### config.mk
export PLATFORM = sky130hd
export DESIGN_NAME = lr35902_irqctl
export DESIGN_NICKNAME = d
export VERILOG_FILES = /design/src/rtl/lr35902_pkg.sv /design/src/rtl/lr35902_irq_prio.sv /design/src/rtl/lr35902_irqctl.sv
export SDC_FILE = /design/constraint.sdc
export NUM_CORES = 1
export LEC_CHECK = 0
export BUFFER_PORTS_ARGS = -buffer_cell sky130_fd_sc_hd__buf_2
export CAP_MARGIN = 20
export CORE_UTILIZATION = 48
export CTS_BUF_LIST = sky130_fd_sc_hd__clkbuf_16
export DETAILED_ROUTE_END_ITERATION = 7
export PLACE_DENSITY = 0.8
export SLEW_MARGIN = 20
export SYNTH_ARGS = -nofsm -noshare
export SYNTH_HDL_FRONTEND = slang
export SYNTH_HIERARCHICAL = 1
export SYNTH_SLANG_ARGS = --single-unit
### constraint.sdc
create_clock -name clk -period 1.8 [get_ports clk]
set_clock_uncertainty 0.15 [all_clocks]
set_input_delay 0.36 -clock clk [delete_from_list [all_inputs] [get_ports clk]]
set_output_delay 0.36 -clock clk [all_outputs]
set_load 0.02 [all_outputs]
### src/rtl/lr35902_pkg.sv
// Shared constants for the LR35902 interrupt path: source indices,
// vector layout and the IF/IE register select values.
package lr35902_pkg;

    localparam int VBLANK = 0;
    localparam int STAT   = 1;
    localparam int TIMER  = 2;
    localparam int SERIAL = 3;
    localparam int JOYPAD = 4;

    localparam logic [7:0] IRQ_VEC_BASE   = 8'h40;
    localparam logic [7:0] IRQ_VEC_STRIDE = 8'd8;

    localparam logic IF = 1'b0;
    localparam logic IE = 1'b1;

    function automatic logic [7:0] irq_vector(input logic [2:0] idx);
        return IRQ_VEC_BASE + IRQ_VEC_STRIDE * {5'd0, idx};
    endfunction

endpackage

### src/rtl/lr35902_irq_prio.sv
// Lowest-index-first priority encoder for the five interrupt sources.
// Ports: req[4:0] in; valid, idx[2:0], vec[7:0] out (vec = 0 when idle).
module lr35902_irq_prio
    import lr35902_pkg::*;
(
    input  logic [4:0] req,
    output logic       valid,
    output logic [2:0] idx,
    output logic [7:0] vec
);

    always_comb begin
        valid = 1'b0;
        idx   = 3'd0;
        // Scan downward so the lowest set bit is the last assignment.
        for (int i = 4; i >= 0; i--) begin
            if (req[i]) begin
                valid = 1'b1;
                idx   = 3'(i);
            end
        end
        vec = valid ? irq_vector(idx) : 8'h00;
    end

endmodule

### src/rtl/lr35902_irqctl.sv
// Interrupt controller: IF/IE registers on the CPU bus, request capture,
// prioritised request/vector to the core and IF clear on acknowledge.
// Ports: clk, reset (sync, active-high); bus din/dout/adr/read/write;
// irq_in[4:0] request pulses; ack from core; cpu_irq, cpu_vector to core.
module lr35902_irqctl
    import lr35902_pkg::*;
(
    input  logic       clk,
    input  logic       reset,
    input  logic [7:0] din,
    output logic [7:0] dout,
    input  logic       adr,
    input  logic       read,
    input  logic       write,
    input  logic [4:0] irq_in,
    input  logic       ack,
    output logic       cpu_irq,
    output logic [7:0] cpu_vector
);

    logic [4:0] if_q, if_d;
    logic [7:0] ie_q, ie_d;
    logic [7:0] dout_q, dout_d;
    logic       wp_q, wp_d;
    logic       wadr_q, wadr_d;
    logic [7:0] wdin_q, wdin_d;
    logic       read_prev_q, read_prev_d;
    logic       write_prev_q, write_prev_d;

    logic       rd_trig;
    logic       wr_trig;
    logic       pr_valid;
    logic [2:0] pr_idx;
    logic [7:0] pr_vec;

    lr35902_irq_prio u_prio (
        .req   (if_q & ie_q[4:0]),
        .valid (pr_valid),
        .idx   (pr_idx),
        .vec   (pr_vec)
    );

    assign rd_trig = read & ~read_prev_q;
    assign wr_trig = ~write & write_prev_q;

    always_comb begin
        if_d         = if_q;
        ie_d         = ie_q;
        dout_d       = dout_q;
        wp_d         = wp_q;
        wadr_d       = wadr_q;
        wdin_d       = wdin_q;
        read_prev_d  = read;
        write_prev_d = write;

        // Latched write lands one cycle after the falling edge.
        if (wp_q) begin
            wp_d = 1'b0;
            if (wadr_q == IE) begin
                ie_d = wdin_q;
            end else begin
                if_d = wdin_q[4:0];
            end
        end

        // Ack clears the bit the core saw, not one chosen after the write.
        if (ack && pr_valid) begin
            if_d = if_d & ~(5'b00001 << pr_idx);
        end

        // New requests are never lost to a clear in the same cycle.
        if_d = if_d | irq_in;

        if (wr_trig) begin
            wp_d   = 1'b1;
            wadr_d = adr;
            wdin_d = din;
        end

        if (rd_trig) begin
            dout_d = (adr == IE) ? ie_q : {3'b111, if_q};
        end
    end

    always_ff @(posedge clk) begin
        if (reset) begin
            if_q         <= 5'd0;
            ie_q         <= 8'h00;
            dout_q       <= 8'h00;
            wp_q         <= 1'b0;
            wadr_q       <= 1'b0;
            wdin_q       <= 8'h00;
            read_prev_q  <= 1'b0;
            write_prev_q <= 1'b0;
        end else begin
            if_q         <= if_d;
            ie_q         <= ie_d;
            dout_q       <= dout_d;
            wp_q         <= wp_d;
            wadr_q       <= wadr_d;
            wdin_q       <= wdin_d;
            read_prev_q  <= read_prev_d;
            write_prev_q <= write_prev_d;
        end
    end

    assign dout       = dout_q;
    assign cpu_irq    = pr_valid;
    assign cpu_vector = pr_vec;

endmodule

==> impl_metrics.tcl <==
set metrics [dict create \
    slew_viol_final 0 \
    finalHoldViolCount 0 \
    seq_area_frac_synth 0.453 \
    critPathKind "reg -> out" \
    layout_common_cells "30 x dfxtp_1, 28 x nand2_1, 26 x buf_2, 18 x a21oi_1, 11 x buf_4" \
    crit_end "cpu_irq" \
    layout.area.seq_um2 664 \
    routed_wirelength_um 3470 \
    fin_crit_sh 1.05 \
    ys_ff_latch 33 \
    gr-usage-all-layers 0.224 \
    dr.pass1.iters 7 \
    leakage_nw 0.812 \
    dp.cells 226 \
    wl_per_cell_um 14.5 \
    rsz0062_at_grt "true" \
    ant_nets 0 \
    pin_count 36 \
    top_layer "met4" \
    yosysWarningCount 6 \
    grt_start_max_net_pins 24 \
    postSynthAreaPerCell_um2 8.47 \
    fmax_mhz 531 \
    clkSlewWorstSetupHoldPaths_ns 0.05 \
    die_x_um 57.1 \
    critPathSlowestCell "dfxtp_2" \
    cp.depth 4 \
    failed_checks "DRC, setup timing" \
    startpoint "if_q[0]$_SDFF_PP0_" \
    hold_class "in -> reg" \
    place_congestion 0.794 \
    finalSetupViolCount 3 \
    worst_setup_path_start_kind "register" \
    diodes 0 \
    synthArstFlopShare 0 \
    grt_first_pass_wirelength_um 5430 \
    cp_data_arrival_time_ns 1.37 \
    reg2reg_to "if_q[4]$_SDFF_PP0_" \
    coreArea_um2 2810 \
    antenna_found_initial 0 \
    wl_met3_um 170 \
    powerDensity_nw_per_um2 925 \
    rr_worst_depth 6 \
    hpwl_um 2300 \
    die-area_um2 3260 \
    cts-root-buf "clkbuf_16" \
    worst_pin_slew_ns 0.596 \
    grt_pass1_vias 1237 \
    fill_cells 234 \
    cts_hold_buffers 0 \
    area_growth_pct 28.1 \
    critical_path.max_fanout 3 \
    clk_path_buf_depth 2 \
    cts_tree "built" \
    cp.required_ns 1.29 \
    avgViaCountPerCell 5.48 \
    drive_above_1_share 0.303 \
    rows 19 \
    clock_latency_ns 0.28 \
    drc 9 \
    netlist_instances 172 \
    synth_ff_type "dfxtp_1" \
    multi_input_area_um2 738 \
    drt-met1-wl_um 1430 \
    crit_buf_inv 1 \
    grt_overflow_total 0 \
    cts_num_sinks 33 \
    tns_ns -0.225 \
    r2r_start "if_q[0]$_SDFF_PP0_" \
    critPathCaptureType "primary output" \
    ff2ff_setup_slack_ns 0.05 \
    slew_headroom 0.602 \
    finalWorstSetupSlack_ns -0.0822 \
    final_common_cell "dfxtp_1" \
    hold_depth 2 \
    synth_edf_count 0 \
    cts_made_buffers 5 \
    nNetsFinal 226 \
    dr_wl_met2_um 1750 \
    start_util 0.520 \
    first_iter_violations 46 \
    path_delay_family "simple AND/OR/NAND/NOR gates" \
    status "complete, but fails checks" \
    die_h_um 57.1 \
    path_cells "and2_4 -> nor4_4 -> nand2b_1 -> buf_6" \
    htreeDepth 2 \
    vias 1310 \
    port_buffers 31 \
    cpPeakStageDelay_ns 0.32 \
    stdcell_count 239 \
    dp_slack_ns 0.00942 \
    period_minus_slack_ns 1.88 \
    synth_cell_type_count 28 \
    max_cap_viol_count 0 \
    vdd_drop_max_mv 0.588 \
    synthesis.area_um2 1460 \
]
state kept, by name, indices dropped and copies added (netlist names):
name	count
dout	8
wadr_q	1
wdin_q	8
ie_q	8
write_prev_q	1
read_prev_q	1
wp_q	1
if_q	5
cell usage after synthesis (2+ instances only):
| cell type | number | share of area |
|---|---|---|
| nand2_1 | 28 | 0.072 |
| nor2b_1 | 5 | 0.021 |
| buf_2 | 3 | 0.010 |
| and3b_1 | 2 | 0.012 |
| buf_6 | 2 | 0.015 |
| buf_4 | 6 | 0.031 |
| inv_1 | 6 | 0.015 |
| dfxtp_1 | 33 | 0.45 |
| mux2i_1 | 7 | 0.048 |
| and2_1 | 7 | 0.030 |
| a311oi_1 | 3 | 0.018 |
| nand2b_1 | 3 | 0.013 |
| nor3_1 | 6 | 0.021 |
| a221oi_1 | 2 | 0.012 |
| a21oi_1 | 19 | 0.065 |
| nor2_1 | 11 | 0.028 |
| nand3_1 | 8 | 0.027 |
| a211oi_1 | 7 | 0.036 |
| clkbuf_1 | 5 | 0.013 |
routing by layer:
metal	up-vias	GRT usage
met2	41	0.390
met3	13	0.0703
met4	0	0.105
li1	648	-
met1	608	0.247
met5	-	0
cells by family (layout without fill, tap and decap cells):
kind of cell	count (synthesis)	count (layout)	synth area share
buffers and inverters	22	55	0.0850
DFF	33	33	0.453
and+or+nand+nor	75	75	0.260
muxes	8	8	0.0584
AOI/OAI and AO/OA	33	33	0.141
other	1	4	0.00257
what timing repair did:
| action | 4_1_cts | 5_1_grt |
|---|---|---|
| setup buffers | 3 | 2 |
| endpoints found under the setup margin | 4 | 8 |
| cloned | 0 | 0 |
| pin swaps | 2 | 2 |
| gates resized for setup | 13 | 10 |
area by class of cell:
| cell class | count | area share |
|---|---|---|
| clock buffers | 5 | 0.0670 |
| clock inverters | 3 | 0.00603 |
| inverters | 6 | 0.0121 |
| multi-input cells | 120 | 0.395 |
| flip-flops and latches | 33 | 0.356 |
| well taps | 31 | 0.0208 |
| repair buffers | 41 | 0.143 |
power by group:
| group | internal, mW | switching, mW | total (mW) | leakage [nW] |
|---|---|---|---|---|
| Combinational | 0.0661 | 0.0917 | 0.158 | 0.463 |
| Clock | 0.495 | 0.286 | 0.781 | 0.0776 |
| Sequential | 0.765 | 0.0222 | 0.787 | 0.271 |
metrics by stage:
stage,area [um2],hold WS (ns),utilization,power (mW)
2_1_floorplan,1470,0.282,-,0.899
3_3_place_gp,1610,0.299,0.574,0.940
3_5_place_dp,1610,0.303,0.574,0.947
4_1_cts,1810,0.165,0.646,1.73
5_1_grt,1870,0.176,0.665,1.79
6_report,1870,0.168,0.665,1.73
how the worst min path moves through the flow:
| stage | start | endpoint | slack, ns |
|---|---|---|---|
| 6_report | read | read_prev_q$_SDFF_PP0_ | 0.17 |
| 3_3_place_gp | ie_q[7]$_SDFFE_PP0P_ | ie_q[7]$_SDFFE_PP0P_ | 0.30 |
| 2_1_floorplan | reset | read_prev_q$_SDFF_PP0_ | 0.28 |
| 3_5_place_dp | wdin_q[5]$_SDFFE_PP0P_ | wdin_q[5]$_SDFFE_PP0P_ | 0.30 |
| 4_1_cts | din[2] | wdin_q[2]$_SDFFE_PP0P_ | 0.16 |
| 5_1_grt | din[2] | wdin_q[2]$_SDFFE_PP0P_ | 0.18 |
Note: power is estimated with default switching activity, not from simulation.
